===== src/rtl/wshb_if.sv =====
// Wishbone bundle between the mire pattern writer and the SDRAM frame-buffer controller.
interface wshb_if;
  logic [31:0] adr;
  logic [15:0] dat_ms;
  logic [15:0] dat_sm;
  logic [1:0]  sel;
  logic        cyc;
  logic        stb;
  logic        we;
  logic        ack;
  logic [2:0]  cti;
  logic [1:0]  bte;

  modport master (
    output adr, dat_ms, sel, cyc, stb, we, cti, bte,
    input  ack, dat_sm
  );

  modport slave (
    input  adr, dat_ms, sel, cyc, stb, we, cti, bte,
    output ack, dat_sm
  );
endinterface


===== src/rtl/vga_mire_writer.sv =====
// Writes a scrolling 8x8 checkerboard (RGB565) into the SDRAM frame buffer over Wishbone,
// in fixed-length bursts separated by short idle gaps so other masters can get the bus.
module vga_mire_writer #(
  parameter int unsigned vga_HDISP = 640,
  parameter int unsigned vga_VDISP = 480,
  parameter int unsigned BURST     = 64,
  parameter int unsigned PAUSE     = 2
) (
  input  logic   CLK,
  input  logic   RST,
  input  logic   EN,
  output logic   frame_done,
  wshb_if.master wshb_ifm
);

  localparam int unsigned XW = (vga_HDISP > 1) ? $clog2(vga_HDISP) : 1;
  localparam int unsigned YW = (vga_VDISP > 1) ? $clog2(vga_VDISP) : 1;
  localparam int unsigned BW = (BURST > 1) ? $clog2(BURST) : 1;

  localparam logic [XW-1:0] X_LAST = XW'(vga_HDISP - 1);
  localparam logic [YW-1:0] Y_LAST = YW'(vga_VDISP - 1);
  localparam logic [BW-1:0] B_LAST = BW'(BURST - 1);
  localparam logic [3:0]    P_LAST = 4'(PAUSE - 1);

  typedef enum logic [1:0] {
    ST_IDLE,
    ST_WRITE,
    ST_PAUSE
  } state_t;

  state_t        state;
  state_t        state_nxt;
  logic [XW-1:0] x;
  logic [YW-1:0] y;
  logic [7:0]    f;
  logic [BW-1:0] b;
  logic [3:0]    p_cnt;
  logic [31:0]   adr_q;

  logic          bus_on;
  logic          wr_done;
  logic          x_last;
  logic          y_last;
  logic          b_last;
  logic          p_last;
  logic [10:0]   xf_sum;
  logic [10:0]   y_ext;
  logic          unused_dat_sm;

  assign bus_on  = (state == ST_WRITE);
  assign wr_done = bus_on && wshb_ifm.ack;
  assign x_last  = (x == X_LAST);
  assign y_last  = (y == Y_LAST);
  assign b_last  = (b == B_LAST);
  assign p_last  = (p_cnt == P_LAST);

  always_ff @(posedge CLK or posedge RST) begin
    if (RST) state <= ST_IDLE;
    else     state <= state_nxt;
  end

  always_comb begin
    state_nxt = state;
    unique case (state)
      ST_IDLE:  if (EN) state_nxt = ST_WRITE;
      ST_WRITE: if (wr_done && b_last) state_nxt = ST_PAUSE;
      ST_PAUSE: if (p_last) state_nxt = EN ? ST_WRITE : ST_IDLE;
      default:  state_nxt = ST_IDLE;
    endcase
  end

  // Byte address is tracked incrementally (+2 per pixel) instead of computing
  // 2*(HDISP*Y+X); row-major order makes the two identical.
  always_ff @(posedge CLK or posedge RST) begin
    if (RST) begin
      x          <= '0;
      y          <= '0;
      f          <= '0;
      b          <= '0;
      p_cnt      <= '0;
      adr_q      <= '0;
      frame_done <= 1'b0;
    end else begin
      frame_done <= 1'b0;
      if (state == ST_PAUSE) p_cnt <= p_cnt + 4'd1;
      else                   p_cnt <= '0;
      if (wr_done) begin
        b <= b_last ? '0 : b + 1'b1;
        if (x_last) begin
          x <= '0;
          if (y_last) begin
            y          <= '0;
            b          <= '0;
            f          <= f + 8'd1;
            adr_q      <= '0;
            frame_done <= 1'b1;
          end else begin
            y     <= y + 1'b1;
            adr_q <= adr_q + 32'd2;
          end
        end else begin
          x     <= x + 1'b1;
          adr_q <= adr_q + 32'd2;
        end
      end
    end
  end

  // Pattern phase: 11-bit X+F keeps the horizontal scroll from spilling into Y.
  always_comb begin
    xf_sum = 11'(x) + 11'(f);
    y_ext  = 11'(y);
  end

  assign wshb_ifm.adr    = adr_q;
  assign wshb_ifm.dat_ms = (xf_sum[3] ^ y_ext[3]) ? 16'hFFFF : 16'h0000;
  assign wshb_ifm.sel    = 2'b11;
  assign wshb_ifm.cti    = '0;
  assign wshb_ifm.bte    = '0;
  assign wshb_ifm.cyc    = bus_on;
  assign wshb_ifm.stb    = bus_on;
  assign wshb_ifm.we     = bus_on;

  assign unused_dat_sm = ^wshb_ifm.dat_sm;

endmodule


===== src/flat_wrapper.sv =====
// flat-port wrapper written by rule: the top's interface ports become plain ports
module vga_mire_writer_flat 
#(
  parameter int unsigned vga_HDISP = 640,
  parameter int unsigned vga_VDISP = 480,
  parameter int unsigned BURST     = 64,
  parameter int unsigned PAUSE     = 2
)
  (CLK, RST, EN, frame_done, wshb_ifm_adr, wshb_ifm_dat_ms, wshb_ifm_sel, wshb_ifm_cyc, wshb_ifm_stb, wshb_ifm_we, wshb_ifm_cti, wshb_ifm_bte, wshb_ifm_ack, wshb_ifm_dat_sm);
  wshb_if wshb_ifm_i ();
  input  logic CLK;
  input  logic RST;
  input  logic EN;
  output logic frame_done;
  output wire logic [$bits(wshb_ifm_i.adr)-1:0] wshb_ifm_adr;
  output wire logic [$bits(wshb_ifm_i.dat_ms)-1:0] wshb_ifm_dat_ms;
  output wire logic [$bits(wshb_ifm_i.sel)-1:0] wshb_ifm_sel;
  output wire logic [$bits(wshb_ifm_i.cyc)-1:0] wshb_ifm_cyc;
  output wire logic [$bits(wshb_ifm_i.stb)-1:0] wshb_ifm_stb;
  output wire logic [$bits(wshb_ifm_i.we)-1:0] wshb_ifm_we;
  output wire logic [$bits(wshb_ifm_i.cti)-1:0] wshb_ifm_cti;
  output wire logic [$bits(wshb_ifm_i.bte)-1:0] wshb_ifm_bte;
  input wire logic [$bits(wshb_ifm_i.ack)-1:0] wshb_ifm_ack;
  input wire logic [$bits(wshb_ifm_i.dat_sm)-1:0] wshb_ifm_dat_sm;
  assign wshb_ifm_adr = wshb_ifm_i.adr;
  assign wshb_ifm_dat_ms = wshb_ifm_i.dat_ms;
  assign wshb_ifm_sel = wshb_ifm_i.sel;
  assign wshb_ifm_cyc = wshb_ifm_i.cyc;
  assign wshb_ifm_stb = wshb_ifm_i.stb;
  assign wshb_ifm_we = wshb_ifm_i.we;
  assign wshb_ifm_cti = wshb_ifm_i.cti;
  assign wshb_ifm_bte = wshb_ifm_i.bte;
  assign wshb_ifm_i.ack = wshb_ifm_ack;
  assign wshb_ifm_i.dat_sm = wshb_ifm_dat_sm;
  vga_mire_writer #(.vga_HDISP(vga_HDISP), .vga_VDISP(vga_VDISP), .BURST(BURST), .PAUSE(PAUSE)) u_core (.CLK(CLK), .RST(RST), .EN(EN), .frame_done(frame_done), .wshb_ifm(wshb_ifm_i));
endmodule

===== config.mk =====
export PLATFORM = sky130hd
export DESIGN_NAME = vga_mire_writer_flat
export DESIGN_NICKNAME = d
export VERILOG_FILES = /design/src/rtl/wshb_if.sv /design/src/rtl/vga_mire_writer.sv /design/src/flat_wrapper.sv
export SDC_FILE = /design/constraint.sdc
export NUM_CORES = 1
export LEC_CHECK = 0
export ABC_AREA = 1
export CAP_MARGIN = 0
export CORE_UTILIZATION = 47
export CTS_CLUSTER_SIZE = 16
export DETAILED_ROUTE_END_ITERATION = 10
export PLACE_DENSITY = 0.77
export SYNTH_ARGS = -nofsm -noshare
export SYNTH_HDL_FRONTEND = slang
export SYNTH_SLANG_ARGS = --single-unit

===== constraint.sdc =====
create_clock -name CLK -period 2.5 [get_ports CLK]
set_input_delay 0.75 -clock CLK [delete_from_list [all_inputs] [get_ports CLK]]
set_output_delay 0.75 -clock CLK [all_outputs]
set_load 0.01 [all_outputs]

==> flow_summary.yaml <==
synth:
  synth_top_area_share_pct: 42.0
  ys_seq_area_share_pct: 42.0
  synth_cell_types: 34
  syn_area_per_cell_um2: 7.66
  netlist_area_um2: 3990
  synth_edf_count: 0
  synthArstFlopShare_pct: 100
  synth_area_leaders: "dfrtp_1, nand2_1, nor2_1, buf_4, nand3_1"
  ys_seq_elements: 67
  yosysWarnings: 0
  yosysMostFrequentCell: "nand2_1"
  ys.flop_type: "dfrtp_1"
  synth_commonest_cells: "nand2_1, nor2_1, dfrtp_1"
  synth_largest_area_cell: "dfrtp_1"
  netlist_instances: 521
place:
  place_inst: 667
  place.gp.congestion: 0.872
  dpl-instance-area_um2: 4590
  io_buffers: 54
  dp_slack_ns: -0.135
  hpwl_um: 6380
finish:
  antenna_cells: 0
  n_fill_cell: 740
  final_cells: 686
  final_cell_area_um2: 4760
  nets: 606
  area_growth_pct: 19.3
  drive_above_1_share_pct: 12.9
drt:
  drtAntennaViolNets: 0
  finalWirelength_um: 8970
  vias: 3516
  drc: 0
  drt-initial-drc-count: 192
  viasPerCell: 5.13
  wl_per_cell_um: 13.1
  drt_pass1_iterations: 4
global_route:
  antenna_found_initial: 0
  grt_pass1_vias: 3428
  grt_pass1_wl_um: 15000
  grt_util_all_layers_pct: 21.8
  grt_max_degree: 68
  overflow: 0
clock_tree:
  cts-root-buf: "clkbuf_8"
  clock-sinks: 67
  cts_buffers: 9
  clk_pin_slew_ns: 0.07
  cts_tree: "yes"
  clock_latency_ns: 0.35
  htreeDepth: 3
  cts_buffer_depth: 2
sta:
  rsz0062_at_grt: "yes"
  min_period_over_period_pct: 102
  tns_ns: -0.681
  layout_setup_ws_ns: -0.0450
  slew_viol_final: 0
  setup_viol: 16
  fmaxAchievable_mhz: 393
  fin_crit_ns: 2.55
  skew_ns: 0.00962
  hold_viol_final: 0
worst_setup_path:
  worst-path-max-fanout: 16
  required_ns: 1.75
  critPathArrivalTime_ns: 1.80
  worstSetupPathType: "reg -> out"
  startpoint_type: "flop"
  cp-end-kind: "output port"
outcome:
  status: "complete, but fails checks"
  violations: "setup timing"
power_and_ir_drop:
  p_leak_nw: 2.29
  ir_worst_vdd_mv: 0.592
  power_density_nw_per_um2: 760
  p_total_mw: 3.62
floorplanning:
  initial_core_util_pct: 48.6
  core-area_um2: 8220
  dieArea_um2: 8870
  pin_count: 79
  die_h_um: 94.2
  fp.dieW_um: 94.2
  rows: 33
worst_hold_path:
  hold_path_class: "reg -> reg"
run:
  maxCapViolCount: 0
==> power by group <==
group | internal (mW) | switching, mW
Sequential | 1.25 | 0.184
Combinational | 0.554 | 0.637
Clock | 0.557 | 0.432
Total | 2.37 | 1.25
==> metrics by stage <==
stage	hold WS (ns)	util (%)
after detailed placement	0.492	55.8
after floorplan	0.460	-
after global routing	0.526	58.0
after global placement	0.476	55.8
after CTS	0.503	57.6
final	0.501	58.0
==> worst max-delay path, stage by stage, from the launching register on <==
cell and delay [ns]:
dfrtp_1 0.42, ha_4 0.26, nand2_1 0.06, nor2_1 0.05
a211oi_2 0.17, xnor2_1 0.14, inv_1 0.08, buf_12 0.14
buf_2 0.13
==> per-layer routing <==
metal  global-route usage (%)  vias up  routed length (um)
li1                         -     1733                   -
met1                     27.9     1677                4060
met2                     36.2       92                4370
met3                     2.99       14                 394
met4                     10.1        0                 148
met5                        0        -                   0
==> state kept, by name (all words and copies together), names as in the netlist <==
register	cells
u_core.b	6
u_core.f	4
u_core.frame_done	1
u_core.p_cnt	4
u_core.state	2
u_core.wshb_ifm.adr	31
u_core.x	10
u_core.y	9
==> final timing paths <==
check / endpoint / cells past startpoint / start / slack (ns)
worst max-delay path: wshb_ifm_dat_ms[10] / 8 / u_core.f[2]$_DFFE_PP0P_ / -0.05
worst min-delay path: u_core.p_cnt[0]$_DFF_PP0_ / 1 / u_core.p_cnt[0]$_DFF_PP0_ / 0.50
worst max register to register: u_core.f[3]$_DFFE_PP0P_ / 11 / u_core.x[1]$_DFFE_PP0N_ / 0.60
worst min register to register: u_core.p_cnt[0]$_DFF_PP0_ / 1 / u_core.p_cnt[0]$_DFF_PP0_ / 0.50
max in group asynchronous: u_core.x[1]$_DFFE_PP0N_ / 3 / RST / 1.41
min in group asynchronous: u_core.p_cnt[1]$_DFF_PP0_ / 3 / RST / 0.79
==> cell usage in the layout (no fill, tap or decap), drive strengths merged <==
cell type / n
nand3b: 3
o21bai: 5
a31oi: 2
o22ai: 1
clkbuf: 9
bufinv: 2
nand3: 40
a211oi: 1
nand4: 15
xnor2: 8
nand2: 125
nor3: 6
a21oi: 9
clkdlybuf4s50: 38
nor2: 105
buf: 30
clkinv: 4
inv: 52
xor2: 14
a21o: 1
nor3b: 4
o21ai: 19
conb: 8
ha: 10
clkinvlp: 3
dfrtp: 67
==> final cells by class <==
class / count / area [um^2] / share of cell area (%)
inverter: 54 / 204 / 4.28
multi-input combinational: 376 / 1930 / 40.5
clock buffer: 9 / 124 / 2.60
sequential: 67 / 1680 / 35.2
timing repair buffer: 68 / 603 / 12.7
tap: 105 / 131 / 2.76
clock inverter: 7 / 92.6 / 1.94
==> kinds of logic after synthesis <==
logic type	after synthesis	share of synthesized area (%)
DFF	67	42.0
AOI/OAI and AO/OA	38	5.39
adders and majority gates	10	3.13
and+or+nand+nor	298	33.8
buffers and inverters	84	10.7
xor gates and xnor gates	22	4.83
other	2	0.188
==> timing repair <==
item	in CTS	in global routing
buffers inserted	1	2
setup endpoints to repair	16	16
gates resized for setup	65	1
hold buffers	0	0
pin swaps	3	4
Power figures use the tool's default switching activity.
